`src/rtl/datapath_pkg.sv`:
```
// Shared definitions for the datapath and its controlling state machine:
// bus source codes, ALU opcodes, C_bus load-enable bit positions and data width.
package datapath_pkg;

  localparam int DW = 16;
  localparam int CW = 10;

  typedef enum logic [3:0] {
    BUS_ZERO = 4'd0,
    BUS_PC   = 4'd1,
    BUS_DR   = 4'd2,
    BUS_TR   = 4'd3,
    BUS_R    = 4'd4,
    BUS_RA   = 4'd5,
    BUS_RB   = 4'd6,
    BUS_RC   = 4'd7,
    BUS_AC   = 4'd8,
    BUS_IR   = 4'd9,
    BUS_AR   = 4'd10
  } bus_sel_e;

  typedef enum logic [2:0] {
    ALU_NONE = 3'd0,
    ALU_ADD  = 3'd1,
    ALU_SUB  = 3'd2,
    ALU_MUL  = 3'd3,
    ALU_AND  = 3'd4,
    ALU_OR   = 3'd5,
    ALU_SHL  = 3'd6,
    ALU_CLR  = 3'd7
  } alu_op_e;

  localparam int C_AR   = 0;
  localparam int C_R    = 1;
  localparam int C_PC   = 2;
  localparam int C_DR   = 3;
  localparam int C_TR   = 4;
  localparam int C_RA   = 5;
  localparam int C_RB   = 6;
  localparam int C_RC   = 7;
  localparam int C_AC   = 8;
  localparam int C_OUTR = 9;

  // Wraps silently: 0xFFFF + 1 gives 0x0000.
  function automatic logic [DW-1:0] inc16(input logic [DW-1:0] v);
    return v + 16'd1;
  endfunction

endpackage

```
`src/rtl/datapath_alu.sv`:
```
// Combinational ALU operating on the accumulator and the shared bus.
// All results are truncated to 16 bits.
module alu
  import datapath_pkg::*;
(
  input  logic [DW-1:0] AC,
  input  logic [DW-1:0] bus,
  input  logic [2:0]    op,
  output logic [DW-1:0] result
);

  // Opcode decode; ALU_NONE passes AC through unchanged
  always_comb begin
    result = AC;
    case (op)
      ALU_NONE: result = AC;
      ALU_ADD:  result = AC + bus;
      ALU_SUB:  result = AC - bus;
      ALU_MUL:  result = AC * bus;
      ALU_AND:  result = AC & bus;
      ALU_OR:   result = AC | bus;
      ALU_SHL:  result = {AC[DW-2:0], 1'b0};
      ALU_CLR:  result = {DW{1'b0}};
      default:  result = AC;
    endcase
  end

endmodule

```
`src/rtl/datapath.sv`:
```
// Register file, shared bus and memory interface of the simple accumulator CPU.
// Control comes entirely from the external state_machine; all state is here.
module datapath
  import datapath_pkg::*;
(
  input  logic          clk,
  input  logic          rst_n,
  input  logic [3:0]    A_bus,
  input  logic [CW-1:0] C_bus,
  input  logic [2:0]    ALU,
  input  logic          LDIR,
  input  logic          PC_INC,
  input  logic          AC_INC,
  input  logic          RA_INC,
  input  logic          RB_INC,
  input  logic          RC_INC,
  input  logic          read,
  input  logic          write,
  input  logic [DW-1:0] mem_rdata,
  output logic [DW-1:0] mem_addr,
  output logic [DW-1:0] mem_wdata,
  output logic          mem_re,
  output logic          mem_we,
  output logic [5:0]    IR,
  output logic          Z_Flag,
  output logic [DW-1:0] out
);

  logic [DW-1:0] ar_q, ar_d, r_q, r_d, pc_q, pc_d, dr_q, dr_d, tr_q, tr_d;
  logic [DW-1:0] ra_q, ra_d, rb_q, rb_d, rc_q, rc_d, ac_q, ac_d, outr_q, outr_d;
  logic [5:0]    ir_q, ir_d;
  logic          z_q, z_d;
  logic [DW-1:0] bus_s, alu_res_s;
  logic          ac_wr_s;

  // Bus source mux; unused codes read as zero
  always_comb begin
    bus_s = {DW{1'b0}};
    case (A_bus)
      BUS_ZERO: bus_s = {DW{1'b0}};
      BUS_PC:   bus_s = pc_q;
      BUS_DR:   bus_s = dr_q;
      BUS_TR:   bus_s = tr_q;
      BUS_R:    bus_s = r_q;
      BUS_RA:   bus_s = ra_q;
      BUS_RB:   bus_s = rb_q;
      BUS_RC:   bus_s = rc_q;
      BUS_AC:   bus_s = ac_q;
      BUS_IR:   bus_s = {10'd0, ir_q};
      BUS_AR:   bus_s = ar_q;
      default:  bus_s = {DW{1'b0}};
    endcase
  end

  alu u_alu (
    .AC     (ac_q),
    .bus    (bus_s),
    .op     (ALU),
    .result (alu_res_s)
  );

  // Next-state selection with per-register load/increment priority
  always_comb begin
    ar_d   = C_bus[C_AR]   ? bus_s : ar_q;
    r_d    = C_bus[C_R]    ? bus_s : r_q;
    tr_d   = C_bus[C_TR]   ? bus_s : tr_q;
    outr_d = C_bus[C_OUTR] ? bus_s : outr_q;

    if (C_bus[C_PC])      pc_d = bus_s;
    else if (PC_INC)      pc_d = inc16(pc_q);
    else                  pc_d = pc_q;

    if (C_bus[C_RA])      ra_d = bus_s;
    else if (RA_INC)      ra_d = inc16(ra_q);
    else                  ra_d = ra_q;

    if (C_bus[C_RB])      rb_d = bus_s;
    else if (RB_INC)      rb_d = inc16(rb_q);
    else                  rb_d = rb_q;

    if (C_bus[C_RC])      rc_d = bus_s;
    else if (RC_INC)      rc_d = inc16(rc_q);
    else                  rc_d = rc_q;

    // Memory read wins over a bus load into DR
    if (read)             dr_d = mem_rdata;
    else if (C_bus[C_DR]) dr_d = bus_s;
    else                  dr_d = dr_q;

    if (ALU != ALU_NONE)  ac_d = alu_res_s;
    else if (C_bus[C_AC]) ac_d = bus_s;
    else if (AC_INC)      ac_d = inc16(ac_q);
    else                  ac_d = ac_q;

    ac_wr_s = (ALU != ALU_NONE) | C_bus[C_AC] | AC_INC;

    if (ac_wr_s)          z_d = (ac_d == {DW{1'b0}});
    else                  z_d = z_q;

    if (LDIR)             ir_d = bus_s[5:0];
    else                  ir_d = ir_q;
  end

  // State registers with synchronous active-low reset
  always_ff @(posedge clk) begin
    if (!rst_n) begin
      ar_q   <= {DW{1'b0}};
      r_q    <= {DW{1'b0}};
      pc_q   <= {DW{1'b0}};
      dr_q   <= {DW{1'b0}};
      tr_q   <= {DW{1'b0}};
      ra_q   <= {DW{1'b0}};
      rb_q   <= {DW{1'b0}};
      rc_q   <= {DW{1'b0}};
      ac_q   <= {DW{1'b0}};
      outr_q <= {DW{1'b0}};
      ir_q   <= 6'd0;
      z_q    <= 1'b1;
    end else begin
      ar_q   <= ar_d;
      r_q    <= r_d;
      pc_q   <= pc_d;
      dr_q   <= dr_d;
      tr_q   <= tr_d;
      ra_q   <= ra_d;
      rb_q   <= rb_d;
      rc_q   <= rc_d;
      ac_q   <= ac_d;
      outr_q <= outr_d;
      ir_q   <= ir_d;
      z_q    <= z_d;
    end
  end

  assign mem_addr  = ar_q;
  assign mem_wdata = dr_q;
  assign mem_re    = read;
  assign mem_we    = write & ~read;
  assign IR        = ir_q;
  assign Z_Flag    = z_q;
  assign out       = outr_q;

endmodule

```
`config.mk`:
```
export PLATFORM = sky130hd
export DESIGN_NAME = datapath
export DESIGN_NICKNAME = d
export VERILOG_FILES = /design/src/rtl/datapath_pkg.sv /design/src/rtl/datapath_alu.sv /design/src/rtl/datapath.sv
export SDC_FILE = /design/constraint.sdc
export NUM_CORES = 1
export LEC_CHECK = 0
export BUFFER_PORTS_ARGS = -buffer_cell sky130_fd_sc_hd__buf_4
export CAP_MARGIN = 40
export CORE_ASPECT_RATIO = 0.8
export CORE_MARGIN = 5
export CORE_UTILIZATION = 37
export DETAILED_ROUTE_END_ITERATION = 8
export MAX_ROUTING_LAYER = met4
export PLACE_DENSITY_LB_ADDON = 0.15
export SYNTH_ARGS = -nofsm -noshare
export SYNTH_HDL_FRONTEND = slang
export SYNTH_SLANG_ARGS = --single-unit
export TNS_END_PERCENT = 100
```
`constraint.sdc`:
```
create_clock -name clk -period 7 [get_ports clk]
set_input_delay 0.35 -clock clk [delete_from_list [all_inputs] [get_ports clk]]
set_output_delay 0.35 -clock clk [all_outputs]
set_load 0.01 [all_outputs]
```
==> reports/metrics.yaml, run 1 <==
fmax_mhz: 148
ys_seq_area_frac: 0.223
grt_pass1_wl_mm: 88.3
syn2layout_area_growth_pct: 19.7
coreArea_mm2: 0.0404
io_buffers: 99
placed_area_mm2: 0.0173
final_area_mm2: 0.0180
fin_nets: 2128
power_per_cell_area_mw_per_mm2: 182
dp_slack_ns: -0.234
cts.path.max_buffers: 2
synth_top_cell_area_share: 0.223
setup.worst_path.class: "in -> reg"
mostFrequentLayoutCells: "buf_4, nand2_1, dfxtp_1, o211a_1, inv_1"
slew_viol_final: 0
timing.final.ws_setup_ns: 0.230
ant_nets: 0
syn-instance-count: 1778
grt_pass1_vias: 13472
grt_max_degree: 78
synth_largest_area_cell: "dfxtp_1"
ys_types: 82
grt_remaining_overflow: 0
worst_path_most_repeated_cell: "fa_1"
synth_edf_count: 0
p_leak_nw: 8.98
holdPathStages: 3
cp-end-kind: "flip-flop"
die_width_um: 235
cts.clk_slew.worst_paths_ns: 0.08
crit_buf_inv: 7
synth.area.top_cells: "dfxtp_1, fa_1, o211a_1"
drv_cap: 0
dr.pass1.iters: 6
ir_drop_mv: 0.123
cts_inserted_buffers: 17
cp_slowest_cell: "fa_1"
grt_setup_unrepaired: "false"
worstSetupStartpointType: "primary input"
reg2reg_depth: 23
path_max_fanout: 16
die-area_mm2: 0.0447
fin_setup_tns_ns: 0
maxSlewHeadroom: 0.422
drive_gt1_frac: 0.182
cp.depth: 27
first_iter_violations: 1396
cp.required_ns: 7.37
grt_antenna_before_repair: 0
post_drt_wl_per_cell_um: 23.7
hp-class: "in -> reg"
num-fill-cells: 4040
ys.flop_type: "dfxtp_1"
worstPathArrival_ns: 7.14
gr-usage-all-layers: 0.267
ys_ff_latch: 167
status: "finished clean"
start_util: 0.372
num_rows: 66
h-tree-depth: 4
finalWirelength_mm: 59.0
clk_latency_ns: 0.46
gp_congestion: 0.971
synth_fp_nets: 1974
syn_area_mm2: 0.0150
hold_violations: 0
viasPerCell: 5.63
n_antenna_cell: 0
fin_skew_ns: 0.0194
ioPinCount: 100
avgSynthCellArea_um2: 8.44
slowest_delay_ns: 0.52
tritoncts: "yes"
root_buffer: "clkbuf_16"
final_common_cell: "buf_4"
power_w: 0.00327
cpLargestDelayFamily: "adder cells"
drcViolationCount: 0
synth_warnings: 0
hpwl_mm: 45.0
finalCriticalPeriod_ns: 6.77
period_share: 0.967
dr_total_vias: 14004
setup_viol: 0
cts.sinks: 167
worst_slew_pin_slew_ns: 0.861
die_h_um: 190
synthArstFlopShare: 0
Yosys cell counts (7+ instances only):
cell type and n:
inv_1 125, buf_2 11, nand3b_1 13, nand4_1 27, and2_1 27, a221oi_1 14
nand4b_1 8, o211a_1 131, a21oi_1 56, nand3_1 30, o21a_1 10, and3_1 32
mux2_2 11, xnor2_1 83, and3b_1 7, clkbuf_1 104, buf_1 13, o21ai_0 48
nor3_1 19, nor4_1 7, nand2b_1 38, mux2i_1 38, nor3b_1 7, nand2_1 216
a221o_1 7, a21o_1 12, nor2_1 84, a211oi_1 26, a31oi_1 10, dfxtp_1 167
nor2b_1 77, o22ai_1 13, ha_1 72, and4_1 8, fa_1 81, xor2_1 29
worst reg2reg max path, stage by stage, from the launching register on:
cell and delay [ns]:
dfxtp_2 0.39, or4bb_1 0.50, a21oi_1 0.19, buf_4 0.15
nor4_4 0.05, buf_12 0.18, nand2b_1 0.16, fa_1 0.46
fa_1 0.55, inv_1 0.05, fa_1 0.48, fa_1 0.54
inv_1 0.05, fa_1 0.45, fa_1 0.50, inv_1 0.05
ha_1 0.28, mux2_2 0.36, a222oi_1 0.31, o21ai_0 0.14
a221oi_1 0.22, and3_1 0.22, nand4_1 0.09, o41ai_1 0.29
worst paths after layout:
path	start	to	slack (ns)
max	A_bus[3]	Z_Flag$_SDFFE_PN1P_	0.23
min	mem_rdata[10]	mem_wdata[10]$_SDFFE_PN0P_	0.15
max reg2reg	IR[3]$_SDFFE_PN0P_	Z_Flag$_SDFFE_PN1P_	0.26
min reg2reg	tr_q[10]$_SDFFE_PN0P_	tr_q[10]$_SDFFE_PN0P_	0.48
cell type report:
| class | count | area (um2) | share of cell area |
|---|---|---|---|
| timing repair buffer | 273 | 2150 | 0.120 |
| multi-input combinational | 1346 | 10700 | 0.598 |
| clock buffer | 19 | 443 | 0.0247 |
| tap | 544 | 681 | 0.0379 |
| inverter | 127 | 477 | 0.0265 |
| sequential | 167 | 3340 | 0.186 |
| clock inverter | 13 | 133 | 0.00738 |
cell families after synthesis:
| group | count (synthesis) | share of synthesized area |
|---|---|---|
| AO/OA/AOI/OAI | 392 | 0.206 |
| XOR/XNOR | 119 | 0.0759 |
| adder cells (fa/ha/maj) | 155 | 0.169 |
| buffers and inverters | 265 | 0.0707 |
| flip-flops | 167 | 0.223 |
| multiplexers | 50 | 0.0351 |
| AND/OR/NAND/NOR | 630 | 0.220 |
layer usage:
metal / track usage / wire length [um] / vias up
li1: - / - / 6527
met1: 0.408 / 29800 / 6878
met2: 0.360 / 23300 / 549
met3: 0.0590 / 5080 / 50
met4: 0.0492 / 845 / 0
met5: - / 0 / -
power by group:
part | switching, W | internal [W] | total (W)
Combinational | 0.000702 | 0.000504 | 0.00121
Sequential | 0.0000891 | 0.00102 | 0.00111
Clock | 0.000444 | 0.000511 | 0.000954
Total | 0.00124 | 0.00204 | 0.00327
stage by stage:
step / hold slack, ns / util / instances
floorplan: 0.447 / - / 1778
global placement: 0.460 / 0.428 / 2452
detailed placement: 0.467 / 0.429 / 2454
CTS: 0.127 / 0.443 / 2486
global route: 0.146 / 0.445 / 2489
finish: 0.147 / 0.445 / 2489
timing repair:
| action | in CTS | in global routing |
|---|---|---|
| hold buffers | 0 | 0 |
| resized for setup | 0 | 15 |
| buffers inserted | 0 | 3 |
| setup endpoints to repair | 0 | 3 |
Note: power is estimated with default switching activity, not from simulation.
==> run 2, diff against run 1 <==
CORE_ASPECT_RATIO = unset   (was 0.8)
CORE_UTILIZATION = 57   (was 37)
==> run 2 against run 1 <==
- combinational power is 5% lower
- die area is 34% lower
- non-clock buffer count is 41 lower
- fmax is 0.34% lower
- worst setup slack worse by 0.023 ns
- worst hold slack better by 0.020 ns
- via count is 0.95% higher
- total power is 1.2% lower
- sequential share of layout area is 0.66 points higher
- count of clock-buffer cells in the layout is 2 lower
- clock power is 2.1% higher
- critical path type is now reg -> reg
- highest routed layer unchanged
==> reports/metrics.yaml, run 2 (synthesis gave the netlist of run 1 again) <==
worstPathArrival_ns: 7.09  # was 7.14 ns
fin_skew_ns: 0.0124  # was 0.0194 ns
worst_slew_pin_slew_ns: 0.889  # was 0.861 ns
grt_max_degree: 93  # was 78
coreArea_mm2: 0.0260  # was 0.0404 mm2
die-area_mm2: 0.0297  # was 0.0447 mm2
grt_remaining_overflow: 0  # unchanged
n_antenna_cell: 0  # unchanged
root_buffer: "clkbuf_16"  # unchanged
use_met3: 0.0393  # was 0.0590
grt_antenna_before_repair: 0  # unchanged
final_util: 0.667  # was 0.445
hold_violations: 0  # unchanged
grt_pass1_vias: 13687  # was 13472
power_per_cell_area_mw_per_mm2: 186  # was 182 mW/mm2
num_rows: 59  # was 66
gp_congestion: 1.04  # was 0.971
grtUsageMet2: 0.605  # was 0.360
hp-class: "in -> reg"  # unchanged
cts.sinks: 167  # unchanged
io_buffers: 99  # unchanged
drive_gt1_frac: 0.160  # was 0.182
placed_cells: 2207  # was 2454
worstSetupStartpointType: "flip-flop"  # was primary input
period_share: 0.971  # was 0.967
dp_slack_ns: -0.158  # was -0.234 ns
grt_pass1_wl_mm: 80.2  # was 88.3 mm
final_common_cell: "buf_4"  # unchanged
drcViolationCount: 0  # unchanged
die_width_um: 172  # was 235 um
stdcell_count: 2239  # was 2489
die_h_um: 172  # was 190 um
switching_share: 0.377  # was 0.378
start_util: 0.578  # was 0.372
fmax_mhz: 147  # was 148 MHz
ant_nets: 0  # unchanged
status: "finished clean"  # unchanged
cts.clk_slew.worst_paths_ns: 0.07  # was 0.08 ns
first_iter_violations: 1328  # was 1396
hpwl_mm: 39.3  # was 45.0 mm
cp-end-kind: "flip-flop"  # unchanged
syn2layout_area_growth_pct: 15.5  # was 19.7%
dr.pass1.iters: 8  # was 6
gr-usage-all-layers: 0.367  # was 0.267
cp.required_ns: 7.30  # was 7.37 ns
dr_total_vias: 14137  # was 14004
cts.path.max_buffers: 2  # unchanged
power.share.clock: 0.302  # was 0.292
slew_viol_final: 0  # unchanged
cts_inserted_buffers: 17  # unchanged
finalWirelength_mm: 53.1  # was 59.0 mm
pwr-share-comb: 0.357  # was 0.369
placed_area_mm2: 0.0167  # was 0.0173 mm2
p_leak_nw: 8.78  # was 8.98 nW
drv_cap: 0  # unchanged
busiest_layer: "met2"  # was met1
fin_nets: 2087  # was 2128
setup.worst_path.class: "reg -> reg"  # was in -> reg
holdBufCountCts: 0  # unchanged
pwr-share-seq: 0.341  # was 0.339
setup_viol: 0  # unchanged
mostFrequentLayoutCells: "buf_4, nand2_1, dfxtp_1, o211a_1, inv_1"  # unchanged
power_w: 0.00323  # was 0.00327 W
intPower_w: 0.00201  # was 0.00204 W
path_max_fanout: 14  # was 16
finalCriticalPeriod_ns: 6.79  # was 6.77 ns
ioPinCount: 100  # unchanged
timing.final.ws_setup_ns: 0.206  # was 0.230 ns
switching_power_w: 0.00122  # was 0.00124 W
rrSetupSlack_ns: 0.21  # was 0.26 ns
final_area_mm2: 0.0173  # was 0.0180 mm2
h-tree-depth: 4  # unchanged
post_drt_wl_per_cell_um: 23.7  # about the same
ir_drop_mv: 0.150  # was 0.123 mV
clk_latency_ns: 0.44  # was 0.46 ns
met1_usage: 0.443  # was 0.408
viasPerCell: 6.31  # was 5.63
maxSlewHeadroom: 0.392  # was 0.422
tritoncts: "yes"  # unchanged
run 2: cell types whose count changed in the layout (fill, tap and decap cells not counted), moves of 2 or more:
cell	previous run	this run
o21ai_1	3	1
buf_12	8	3
clkinv_8	0	6
inv_6	8	4
buf_4	264	228
o21ai_0	46	48
run 2: final cells by class:
cell class	count	area, um2
flip-flops and latches	167	3340
clock inverters	15	203
multi-input cells	1346	10700
well taps	335	419
repair buffers	232	1780
inverters	127	477
fillers	2228	8650
clock buffers	17	425
run 2: power groups by stage:
stage          clock network [W]  registers (W)  logic, W
5_1_grt                  0.00103        0.00111   0.00124
3_3_place_gp                   0        0.00112   0.00110
4_1_cts                 0.000987        0.00110   0.00113
3_5_place_dp                   0        0.00112   0.00112
6_report                0.000974        0.00110   0.00115
2_1_floorplan                  0        0.00110  0.000703
run 2: worst max-delay path, cell delays in order, from the launching register on:
cell and delay, ns:
dfxtp_1 0.42, or4bb_1 0.42, a21oi_1 0.29, nor4_4 0.09, buf_12 0.18, nor2b_1 0.15, fa_1 0.46, fa_1 0.49
ha_1 0.24, fa_1 0.53, inv_1 0.05, fa_1 0.47, fa_1 0.55, inv_1 0.04, ha_1 0.35, o21a_1 0.14
or4_1 0.39, o21ai_0 0.13, o31ai_1 0.15, a21o_1 0.20, a21oi_1 0.15, xnor3_1 0.43, a21oi_1 0.23, o41ai_2 0.09
run 2: stage by stage:
| step | setup TNS, ns | hold WS (ns) |
|---|---|---|
| after floorplan | 0 | 0.447 |
| after global placement | -0.169 | 0.455 |
| after detailed placement | -0.161 | 0.466 |
| after CTS | 0 | 0.156 |
| after global routing | -0.0625 | 0.173 |
| final | 0 | 0.168 |
run 2: final timing paths:
path,from,cells past startpoint,endpoint
worst max register to register,IR[3]$_SDFFE_PN0P_,23,Z_Flag$_SDFFE_PN1P_
worst min-delay path,mem_rdata[12],3,mem_wdata[12]$_SDFFE_PN0P_
worst max-delay path,IR[3]$_SDFFE_PN0P_,23,Z_Flag$_SDFFE_PN1P_
worst min register to register,tr_q[1]$_SDFFE_PN0P_,1,tr_q[1]$_SDFFE_PN0P_
run 2: layer usage:
metal	share of wire	up-vias	routed length (um)
met3	0.058	173	3070
met1	0.39	6917	20900
li1	-	6441	-
met4	0.062	0	3270
met5	0	-	0
met2	0.49	606	25800
run 2: timing repair:
action,4_1_cts,5_1_grt
buffers inserted,0,0
endpoints found under the setup margin,0,1
resized for setup,0,4
==> run 3, diff against run 2 <==
CORE_ASPECT_RATIO = 0.7   (was unset)
==> run 3 against run 2 <==
- worst setup slack better by 0.020 ns
- fmax up 0.30%
- total power up 0.42%
- sequential share of layout area down 0.12 points
- combinational power up 3%
- sequential power about the same
- register-to-register slack better by 0.02 ns
- clock skew up 0.0015 ns
- wire length up 3.2%
- critical path type unchanged
- sequential cell count unchanged
- largest cell class unchanged
==> reports/metrics.yaml, run 3 (synthesis gave the netlist of run 1 again) <==
setup_viol: 0  # unchanged
ioPinCount: 100  # unchanged
ant_nets: 0  # unchanged
mostFrequentLayoutCells: "buf_4, nand2_1, dfxtp_1, o211a_1, inv_1"  # unchanged
fin_nets: 2095  # was 2087
period_share: 0.968  # was 0.971
holdPathStages: 3  # unchanged
cp-end-kind: "flip-flop"  # unchanged
dr_total_vias: 14465  # was 14137
gp_congestion: 1.05  # was 1.04
drv_cap: 0  # unchanged
reg2reg_depth: 25  # was 23
timing.final.ws_setup_ns: 0.226  # was 0.206 ns
drive_gt1_frac: 0.165  # was 0.160
grt_pass1_vias: 13348  # was 13687
cts.clk_slew.worst_paths_ns: 0.07  # about the same
post_drt_wl_per_cell_um: 24.1  # was 23.7 um
tritoncts: "yes"  # unchanged
grt_remaining_overflow: 0  # unchanged
grt_setup_unrepaired: "false"
r2r_end: "Z_Flag$_SDFFE_PN1P_"  # unchanged
viasPerCell: 6.37  # was 6.31
cp_slowest_cell: "fa_1"  # unchanged
multiInputGateArea_mm2: 0.0107  # about the same
first_iter_violations: 1869  # was 1328
num_rows: 49  # was 59
maxSlewHeadroom: 0.419  # was 0.392
switching_share: 0.377  # about the same
holdBufCountCts: 0  # unchanged
power_per_cell_area_mw_per_mm2: 186  # about the same
finalWirelength_mm: 54.8  # was 53.1 mm
setup.worst_path.class: "reg -> reg"  # unchanged
p_leak_nw: 8.81  # was 8.78 nW
hold_start: "mem_rdata[13]"  # was mem_rdata[12]
die-area_mm2: 0.0297  # about the same
dp_slack_ns: -0.150  # was -0.158 ns
final_common_cell: "buf_4"  # unchanged
worst_path_most_repeated_cell: "fa_1"  # unchanged
gr-usage-all-layers: 0.373  # was 0.367
root_buffer: "clkbuf_16"  # unchanged
cts_inserted_buffers: 17  # unchanged
placed_cells: 2237  # was 2207
syn2layout_area_growth_pct: 16.2  # was 15.5%
cts.path.max_buffers: 2  # unchanged
finalCriticalPeriod_ns: 6.77  # was 6.79 ns
path_max_fanout: 4  # was 14
start_util: 0.582  # was 0.578
die_h_um: 146  # was 172 um
dr.pass1.iters: 6  # was 8
grt_antenna_before_repair: 1  # was 0
worst_slew_pin_slew_ns: 0.864  # was 0.889 ns
pwr-share-comb: 0.368  # was 0.357
switching_power_w: 0.00122  # about the same
hp-class: "in -> reg"  # unchanged
worstPathArrival_ns: 7.08  # was 7.09 ns
hold-path-endpoint: "mem_wdata[13]$_SDFFE_PN0P_"  # was mem_wdata[12]$_SDFFE_PN0P_
drcViolationCount: 0  # unchanged
rrSetupSlack_ns: 0.23  # was 0.21 ns
grt_max_degree: 66  # was 93
h-tree-depth: 4  # unchanged
slew_viol_final: 0  # unchanged
final_util: 0.676  # was 0.667
worstSetupStartpointType: "flip-flop"  # unchanged
clk_latency_ns: 0.45  # was 0.44 ns
regArea_mm2: 0.00334  # about the same
power.share.clock: 0.289  # was 0.302
io_buffers: 99  # unchanged
coreArea_mm2: 0.0258  # was 0.0260 mm2
die_width_um: 204  # was 172 um
hold_violations: 0  # unchanged
status: "finished clean"  # unchanged
grt_pass1_wl_mm: 82.4  # was 80.2 mm
cts.sinks: 167  # unchanged
pwr-share-seq: 0.343  # was 0.341
slowest_delay_ns: 0.55  # about the same
intPower_w: 0.00202  # was 0.00201 W
hpwl_mm: 41.6  # was 39.3 mm
num-fill-cells: 2148  # was 2228
r2r-start: "pc_q[4]$_SDFFE_PN0P_"  # was IR[3]$_SDFFE_PN0P_
stdcell_count: 2271  # was 2239
fin_skew_ns: 0.0139  # was 0.0124 ns
fmax_mhz: 148  # was 147 MHz
cp.required_ns: 7.31  # was 7.30 ns
ir_drop_mv: 0.201  # was 0.150 mV
run 3: cell types whose count changed in the layout (fill, tap and decap cells not counted), sizes merged:
cell,before,now
inv,131,129
clkinv,10,5
clkinvlp,0,4
diode,0,2
buf,232,240
clkbuf,17,20
run 3: worst max path at each step:
stage | startpoint | depth (start not counted) | endpoint | slack, ns
floorplan | A_bus[3] | 26 | Z_Flag$_SDFFE_PN1P_ | 0.005
global placement | A_bus[0] | 26 | Z_Flag$_SDFFE_PN1P_ | -0.02
detailed placement | A_bus[2] | 26 | Z_Flag$_SDFFE_PN1P_ | -0.15
CTS | ra_q[4]$_SDFFE_PN0P_ | 25 | Z_Flag$_SDFFE_PN1P_ | 0.16
global route | IR[3]$_SDFFE_PN0P_ | 23 | Z_Flag$_SDFFE_PN1P_ | 0.001
finish | pc_q[4]$_SDFFE_PN0P_ | 25 | Z_Flag$_SDFFE_PN1P_ | 0.23
run 3: repair_timing:
item / in CTS / in global routing
resized for setup: 0 / 9
setup buffers: 0 / 0
endpoints found under the setup margin: 0 / 2
run 3: through the flow:
step | hold WS [ns] | power, W | TNS (ns) | area [um2]
2_1_floorplan | 0.447 | 0.00180 | 0 | 15000
3_3_place_gp | 0.460 | 0.00225 | -0.0194 | 16800
3_5_place_dp | 0.467 | 0.00227 | -0.194 | 16800
4_1_cts | 0.145 | 0.00320 | 0 | 17400
5_1_grt | 0.154 | 0.00338 | 0 | 17400
6_report | 0.158 | 0.00324 | 0 | 17400
run 3: area by class of cell:
| cell class | instances | share of cell area |
|---|---|---|
| Multi-Input combinational cell | 1346 | 0.614 |
| Sequential cell | 167 | 0.192 |
| Timing Repair Buffer | 240 | 0.109 |
| Inverter | 127 | 0.0273 |
| Clock buffer | 20 | 0.0262 |
| Tap cell | 357 | 0.0256 |
| Clock inverter | 12 | 0.00667 |
| Antenna cell | 2 | 0.000287 |
run 3: layer usage:
metal	part of all wire	track usage	wire length, um
met3	0.14	0.118	7790
met5	0	-	0
met1	0.46	0.573	25100
met2	0.38	0.464	20700
met4	0.022	0.0921	1180
run 3: worst max-delay path, delay by kind of cell (launching register included):
kind | cells | cell delay (ns)
AND/OR/NAND/NOR | 2 | 0.45
buffers and inverters | 5 | 0.52
flip-flops | 1 | 0.35
multiplexers | 1 | 0.28
XOR/XNOR | 1 | 0.42
AO/OA/AOI/OAI | 9 | 1.78
adder cells (fa/ha/maj) | 7 | 2.82
run 3: power by group through the flow:
| stage | Sequential, W | Clock, W | Combinational, W |
|---|---|---|---|
| 2_1_floorplan | 0.00110 | 0 | 0.000703 |
| 3_3_place_gp | 0.00113 | 0 | 0.00112 |
| 3_5_place_dp | 0.00113 | 0 | 0.00114 |
| 4_1_cts | 0.00111 | 0.000946 | 0.00115 |
| 5_1_grt | 0.00112 | 0.000986 | 0.00127 |
| 6_report | 0.00111 | 0.000936 | 0.00119 |
